==> src/rtl/config_ring_counter.sv <==
// Configurable ring / Johnson counter with direction control, parallel load
// and optional recovery from illegal states.
module config_ring_counter #(
  parameter int WIDTH        = 4,
  parameter bit SELF_CORRECT = 1'b1
) (
  input  logic             clk,
  input  logic             reset,
  input  logic             en,
  input  logic             mode,
  input  logic             dir,
  input  logic             load,
  input  logic [WIDTH-1:0] load_val,
  output logic [WIDTH-1:0] q,
  output logic             legal,
  output logic             wrap,
  output logic             err
);

  localparam logic [WIDTH-1:0] ONE = {{(WIDTH-1){1'b0}}, 1'b1};

  logic [WIDTH-1:0] q_inc;
  logic [WIDTH-1:0] q_inv_inc;
  logic [WIDTH-1:0] step_val;
  logic [WIDTH-1:0] q_next;
  logic             ring_ok;
  logic             johnson_ok;
  logic             wrap_next;
  logic             err_next;

  // Legality of the current state under the currently selected mode.
  // A value of the form 0..01..1 has no bit in common with itself + 1;
  // the 1..10..0 form is the same test applied to the inverted value.
  always_comb begin
    q_inc      = q + ONE;
    q_inv_inc  = ~q + ONE;
    ring_ok    = (q != '0) && ((q & (q - ONE)) == '0);
    johnson_ok = ((q & q_inc) == '0) || ((~q & q_inv_inc) == '0);
    legal      = mode ? johnson_ok : ring_ok;
  end

  // One sequence step for the selected mode and direction.
  always_comb begin
    step_val = q;
    case ({mode, dir})
      2'b00:   step_val = {q[WIDTH-2:0], q[WIDTH-1]};
      2'b01:   step_val = {q[0], q[WIDTH-1:1]};
      2'b10:   step_val = {q[WIDTH-2:0], ~q[WIDTH-1]};
      2'b11:   step_val = {~q[0], q[WIDTH-1:1]};
      default: step_val = q;
    endcase
  end

  // Next-state selection: load wins over step, step over hold.
  always_comb begin
    q_next    = q;
    wrap_next = 1'b0;
    err_next  = 1'b0;
    if (load) begin
      q_next = load_val;
    end else if (en) begin
      if (SELF_CORRECT && !legal) begin
        q_next   = ONE;
        err_next = 1'b1;
      end else begin
        q_next    = step_val;
        wrap_next = (step_val == ONE);
      end
    end
  end

  // State and pulse registers; reset parks the counter on bit 0.
  always_ff @(posedge clk or posedge reset) begin
    if (reset) begin
      q    <= ONE;
      wrap <= 1'b0;
      err  <= 1'b0;
    end else begin
      q    <= q_next;
      wrap <= wrap_next;
      err  <= err_next;
    end
  end

endmodule

==> config.mk <==
export PLATFORM = sky130hd
export DESIGN_NAME = config_ring_counter
export DESIGN_NICKNAME = d
export VERILOG_FILES = /design/src/rtl/config_ring_counter.sv
export SDC_FILE = /design/constraint.sdc
export NUM_CORES = 1
export LEC_CHECK = 0
export BUFFER_PORTS_ARGS = -buffer_cell sky130_fd_sc_hd__buf_2
export CAP_MARGIN = 20
export CELL_PAD_IN_SITES_DETAIL_PLACEMENT = 1
export CELL_PAD_IN_SITES_GLOBAL_PLACEMENT = 1
export CORE_AREA = 2 2 39 41
export CTS_CLUSTER_SIZE = 40
export DETAILED_ROUTE_END_ITERATION = 8
export DIE_AREA = 0 0 41 43
export PLACE_DENSITY_LB_ADDON = 0.1
export SLEW_MARGIN = 0
export SYNTH_ARGS = -nofsm -noshare
export SYNTH_HDL_FRONTEND = slang
export SYNTH_SLANG_ARGS = --single-unit
==> constraint.sdc <==
create_clock -name clk -period 2.4 [get_ports clk]
set_clock_uncertainty 0.05 [all_clocks]
set_input_delay 0.36 -clock clk [delete_from_list [all_inputs] [get_ports clk]]
set_output_delay 0.36 -clock clk [all_outputs]
set_load 0.01 [all_outputs]
# Yosys cells after proc, flatten, opt, wreduce, memory -nomap -nowiden
# Index checks and enable logic that the tools add are counted.
[word_totals]
ff_bits = 6
word_cells = 35
[classes]
eq_ne = 4
bitwise_logic = 6
n_reduce_logical = 8
n_addsub = 3
mux = 11
[op_table]
columns = ["cell", "n"]
rows = [
  ["$pmux W4 S4", 1],
  ["$and A4 B4 Y4", 3],
  ["$logic_not A4 Y1", 3],
  ["$mux W4", 3],
  ["$add A4 B1 Y4 const B", 2],
  ["$mux W1", 7],
  ["$eq A2 B2 Y1 const B", 2],
  ["$eq A4 B1 Y1 const B", 1],
  ["$not A4 Y4", 1],
  ["$reduce_bool A4 Y1", 1],
  ["$sub A4 B1 Y4 const B", 1],
  ["$eq A2 B1 Y1 const B", 1],
  ["$logic_not A2 Y1", 1],
  ["$not A1 Y1", 2],
  ["$reduce_bool A2 Y1", 1],
  ["$logic_and A1 B1 Y1", 1],
  ["$logic_or A1 B1 Y1", 1],
]

# Logic depth before layout (Yosys ltp)
# Gate-level depths: netlist of the first run.
[logic_depth]
depth_word = 9
mapped_depth = 6

# Worst setup path after synthesis of the first run
# OpenSTA, ideal clock, no wires.
[synth_path]
kind = "register -> output"
from = "reg q[0]"
to = "out legal"
path_stages_with_launch = 6
arrival_ps = 1342
required_time_ps = 1990
setup_slack_ps = 648
cell_sequence = "dfstp_2 -> buf_4 -> inv_1 -> maj3_2 -> o221a_2 -> inv_2"
[synth_between]
elab_chain_cells = 6
[synth_lines]
columns = ["item", "line", "source"]
rows = [
  ["start, declared", "14", "output logic [WIDTH-1:0] q,"],
  ["start signal, assigned", "79", "q <= q_next;"],
  ["$not A4 Y4", "36, 38", ""],
  ["$add A4 B1 Y4", "36", "q_inv_inc = ~q + ONE;"],
  ["$and A4 B4 Y4", "38", "johnson_ok = ((q & q_inc) == '0) || ((~q & q_inv_inc) == '0);"],
  ["$logic_not A4 Y1", "38", ""],
  ["$logic_or A1 B1 Y1", "38", ""],
  ["$mux W1 (*)", "39", "legal = mode ? johnson_ok : ring_ok;"],
  ["end, declared", "15", "output logic legal,"],
]
# Mark *: on every way between the ends. The rest lies on a longest branch, timed or not.

# Worst setup path in the final report of the first run
# Ends and elaborated chain as after synthesis.

==> impl_metrics.yaml, run 1 <==
outcome:
  outcome: "completed"
global_route:
  overflow: 0
  grt_pass1_vias: 453
  grt_max_degree: 10
  track_usage: 0.1774
  antenna_found_initial: 0
  grt_pass1_wl_mm: 2.001
power_and_ir_drop:
  finalPower_uw: 341.4
  powerDensity_nw_per_um2: 617.3
  vdd_drop_max_mv: 0.1628
  intPower_uw: 223.8
  power.switching_uw: 117.6
  share_comb_of_total_power: 0.289
  swShare: 0.3445
  leakage_nw: 0.2664
  clockPowerShare: 0.325
  pwr-share-seq: 0.387
cells_and_area:
  fill_cells: 176
  antenna_cells: 0
  multi_input_area_um2: 246.5
  synthToLayoutAreaGrowth_pct: 23.46
  drive_above_1_share: 0.4179
  fin_nets: 78
  register_area_um2: 151.4
  fin_util: 0.3996
setup_path:
  end_kind: "output port"
  criticalPathCategory: "reg -> out"
  cp_max_fo: 9
  crit_required_ns: 1.99
  worst-endpoint-arrival_ns: 1.74
  cp-start-kind: "flip-flop"
synth:
  synth_edf_count: 0
  synth_fa_ha_area_frac: 0.02514
  synth-simple-area-share: 0.2151
  yosys.cell_types.count: 29
  synth-seq-cells: 6
  synth_nets: 61
  synth_ff_type: "dfrtp_1"
  muxShareOfSynthArea: 0.04469
  synth_compound_area_frac: 0.2263
  synthTopCellsByArea: "dfrtp_1 (28%), o31ai_1 (6.7%), dfstp_2 (5.9%)"
  netlist_area_um2: 447.9
  async_reset_ff_frac: 1.000
  yosysWarnings: 0
  syn-instance-count: 51
  synth_top_cell_area_share: 0.2793
  synth_top_family_by_area: "compound AO/OA/AOI/OAI gates"
  synthXorXnorAreaFrac: 0.03911
  yosysTopAreaCell: "dfrtp_1"
  avgSynthCellArea_um2: 8.783
  synthTopCellsByCount: "a21oi_1 (5), dfrtp_1 (5), o31ai_1 (4)"
  ys_seq_area_frac: 0.3380
placed_design:
  dpl.hpwl_um: 818.7
  portBuffers: 16
  gp_congestion: 0.7012
sta:
  slew_viol_final: 0
  finalHoldViolations: 0
  period_share: 0.8960
  rsz0062_at_grt: "no"
  relSlewSlack: 0.8080
  max_freq_ghz: 0.4650
  tightest_slew_ns: 0.2881
  setup-violations-final: 0
  fin_setup_tns_ns: 0
  fin_crit_ns: 2.150
floorplanning:
  dieArea_um2: 1763
  start_util: 0.3237
  fp.dieH_um: 43
  die_w_um: 41
  pin_count: 17
  fp-row-count: 14
  core_area_um2: 1384
clock_network:
  h-tree-depth: 1
  cts_buffer_depth: 2
  cts_tree: "yes"
  numCtsBuffers: 3
  cts.sinks: 6
  clockRootBuffer: "clkbuf_4"
  clk_pin_slew_ns: 0.06
  worst_skew_pair.late_latency_ns: 0.27
drt:
  drt_iter0_markers: 3
  totalWireLength_mm: 1.156
  remaining_drc_errors: 0
  wl_per_cell_um: 13.93
  drt_pass1_iterations: 3
  vias: 438
  ant_nets: 0
  avgViaCountPerCell: 5.277
run:
  maxCapViolations: 0
worst_hold_path:
  hp-class: "in -> reg"
critical path, cell delays in order, from the launching register on:
cell and delay, ns:
dfstp_2 0.63, inv_1 0.07, maj3_2 0.31, o221a_2 0.28, inv_2 0.08, buf_2 0.13
power groups by stage:
stage                     clock [mW]  combinational [mW]  sequential, mW
after floorplan                    0              0.0733           0.127
after global placement             0              0.0961           0.134
after detailed placement           0              0.0966           0.134
after CTS                      0.112              0.0985           0.132
after global routing           0.121               0.111           0.135
final                          0.111              0.0985           0.132
final cells by class:
| cell class | count | area share |
|---|---|---|
| sequential | 6 | 0.2738 |
| tap | 16 | 0.03620 |
| inverter | 5 | 0.03394 |
| clock buffer | 4 | 0.04751 |
| multi-input combinational | 35 | 0.4457 |
| timing repair buffer | 17 | 0.1629 |
registers in the layout, summed over array words and instances (netlist names):
name  cells
err       1
q         4
wrap      1
per-layer routing:
metal | part of all wire | track usage
met1 | 0.46 | 0.2182
met2 | 0.44 | 0.2563
met3 | 0.061 | 0.03141
met4 | 0.040 | 0.1400
met5 | 0 | 0
cells by family (layout without fill, tap and decap cells):
group | after synthesis | count (layout)
XOR/XNOR | 2 | 2
multiplexers | 2 | 2
adder cells (fa/ha/maj) | 1 | 1
AND/OR/NAND/NOR | 15 | 15
buffers and inverters | 10 | 26
flip-flops | 6 | 6
AO/OA/AOI/OAI | 15 | 15
per-stage QoR:
stage | std cells | area [um2] | setup slack (ns) | hold slack [ns]
floorplan | 51 | 447.9 | 0.6480 | 0.1002
detailed placement | 78 | 516.7 | 0.5249 | 0.2293
CTS | 83 | 553.0 | 0.2497 | 0.2810
finish | 83 | 553.0 | 0.2496 | 0.2794
global route | 83 | 553.0 | 0.1907 | 0.2878
global placement | 78 | 516.7 | 0.5452 | 0.2286
cells in the final DEF (no fill, tap or decap), drive strengths merged, types with 2 or more instances in the layout:
master / instances
a21oi: 5
buf: 16
clkbuf: 4
dfrtp: 5
inv: 5
mux2i: 2
nand2b: 2
nor2: 2
nor3b: 4
o21ai: 2
o31ai: 4
xnor2: 2
worst paths after layout:
path	from	end	slack [ns]	depth (start not counted)
setup / recovery	q[0]	legal	0.25	5
hold / removal	load_val[1]	q[1]	0.28	3
setup reg to reg	q[0]	q[2]	0.74	4
hold reg to reg	q[2]	wrap	0.58	1
max in group asynchronous	reset	q[0]	1.54	3
min in group asynchronous	reset	q[1]	0.49	3
what timing repair did:
item	in CTS	in global routing
hold buffers	1	0
buffers inserted	0	0
gates resized for setup	0	0
setup endpoints to repair	0	0
endpoints found under the hold margin	5	0
Note: power is estimated with default switching activity, not from simulation.
==> run 2: changes to the inputs <==
- BUFFER_PORTS_ARGS: -buffer_cell sky130_fd_sc_hd__buf_2 -> -buffer_cell sky130_fd_sc_hd__buf_4
- GPL_TIMING_DRIVEN: default -> 0
==> impl_metrics.yaml, run 2 (synthesized netlist as in run 1, its figures left out) <==
floorplanning:
  core_area_um2: 1384
  dieArea_um2: 1763
  start_util: 0.3237
  fp.dieH_um: 43
  die_w_um: 41
  pin_count: 17
  fp-row-count: 14
drt:
  drt_iter0_markers: 5
  wl_per_cell_um: 13.27
  ant_nets: 0
  totalWireLength_mm: 1.128
  remaining_drc_errors: 0
  vias: 429
  avgViaCountPerCell: 5.047
  drt_pass1_iterations: 3
power_and_ir_drop:
  share_comb_of_total_power: 0.346
  pwr-share-seq: 0.353
  power.switching_uw: 112.9
  powerDensity_nw_per_um2: 581.8
  clockPowerShare: 0.301
  leakage_nw: 0.2808
  vdd_drop_max_mv: 0.2140
  intPower_uw: 237.3
  swShare: 0.3223
global_route:
  antenna_found_initial: 0
  grt_max_degree: 10
  grt_pass1_wl_mm: 1.959
  overflow: 0
  grt_pass1_vias: 437
  track_usage: 0.1707
setup_path:
  cp-start-kind: "flip-flop"
  cp_top_family: "flip-flops"
  criticalPathCategory: "reg -> out"
  slowest_stage: "dfstp_2"
  crit_chain: "buf_4 > inv_1 > maj3_2 > o221a_2 > inv_2 > buf_4"
  crit_top_cell: "buf_4"
  crit_required_ns: 1.99
  crit_buf_inv: 4
  cp_max_fo: 8
  end_kind: "output port"
  crit_path_max_incr_delay_ns: 0.52
  worst-endpoint-arrival_ns: 1.73
sta:
  fin_setup_tns_ns: 0
  tightest_slew_ns: 0.3336
  relSlewSlack: 0.7776
  setup-violations-final: 0
  slew_viol_final: 0
  fin_hold_ws_ns: 0.2867
  fin_crit_ns: 2.141
  finalHoldViolations: 0
  max_freq_ghz: 0.4672
  period_share: 0.8919
  rsz0062_at_grt: "no"
clock_network:
  clockRootBuffer: "clkbuf_4"
  cts_buffer_depth: 2
  h-tree-depth: 1
  cts_tree: "yes"
  cts_setup_buffers: 0
  numCtsBuffers: 3
  worst_skew_pair.late_latency_ns: 0.26
  cts.sinks: 6
  clk_pin_slew_ns: 0.04
cells_and_area:
  max_flop_register: "q"
  synthToLayoutAreaGrowth_pct: 34.36
  antenna_cells: 0
  final_area_um2: 601.8
  reg_top3: "q: 4 flops, err: 1 flops, wrap: 1 flops"
  final_cell_mix: "buf_4 (14), a21oi_1 (5), dfrtp_1 (5), o31ai_1 (4)"
  final_cell_count_no_fill: 85
  fin_nets: 80
  drive_above_1_share: 0.4058
  largest_register_ffs: 4
  mostFrequentLayoutCell: "buf_4"
placed_design:
  gp_congestion: 0.6893
  dpl.hpwl_um: 813.3
  dpl_cell_area_um2: 565.5
  portBuffers: 13
  dp.cells: 80
outcome:
  outcome: "completed"
run:
  maxCapViolations: 0
worst_hold_path:
  hp-class: "in -> reg"
-- run 2: worst reg2reg max path, stage by stage (launching register included) --
cell and delay [ns]:
dfstp_2 0.52, buf_4 0.15, inv_1 0.06, maj3_2 0.30
o221a_2 0.27, o31ai_1 0.25
-- run 2: layout make-up --
class,count,area (um2)
timing repair buffer,14,107.6
multi-input combinational,35,246.5
sequential,6,151.4
buffer,5,31.28
clock buffer,4,26.28
fill,178,782.0
tap,16,20.02
inverter,5,18.77
-- run 2: power groups by stage --
stage	Sequential (mW)	Clock, mW	Combinational (mW)
floorplan	0.127	0	0.0733
global route	0.125	0.117	0.136
global placement	0.125	0	0.120
finish	0.124	0.105	0.121
CTS	0.124	0.109	0.123
detailed placement	0.125	0	0.120
-- run 2: stage by stage --
step | total power [mW] | util | setup slack, ns
2_1_floorplan | 0.2000 | - | 0.6480
3_3_place_gp | 0.2444 | 0.4087 | 0.5186
3_5_place_dp | 0.2453 | 0.4087 | 0.5131
4_1_cts | 0.3557 | 0.4349 | 0.2391
5_1_grt | 0.3774 | 0.4349 | 0.1746
6_report | 0.3502 | 0.4349 | 0.2595
-- run 2: repair_timing --
item,in CTS,in global routing
hold buffers,1,0
resized for setup,0,0
endpoints found under the hold margin,5,0
-- run 2: worst paths after layout --
kind                             start     to  slack [ns]  cells past startpoint
setup reg to reg                  q[0]   q[2]        0.71                      5
min in group asynchronous        reset   wrap        0.53                      3
setup / recovery                  q[0]  legal        0.26                      6
hold reg to reg                   q[2]   wrap        0.57                      1
hold / removal             load_val[2]   q[2]        0.29                      3
max in group asynchronous        reset   q[0]        1.50                      3
-- run 2: metal layers --
metal | vias up | wire length, um | global-route usage
met5 | - | 0 | 0
met4 | 0 | 18 | 0.1200
met3 | 2 | 63 | 0.04712
met2 | 17 | 536 | 0.2344
met1 | 194 | 510 | 0.2197
li1 | 216 | - | -
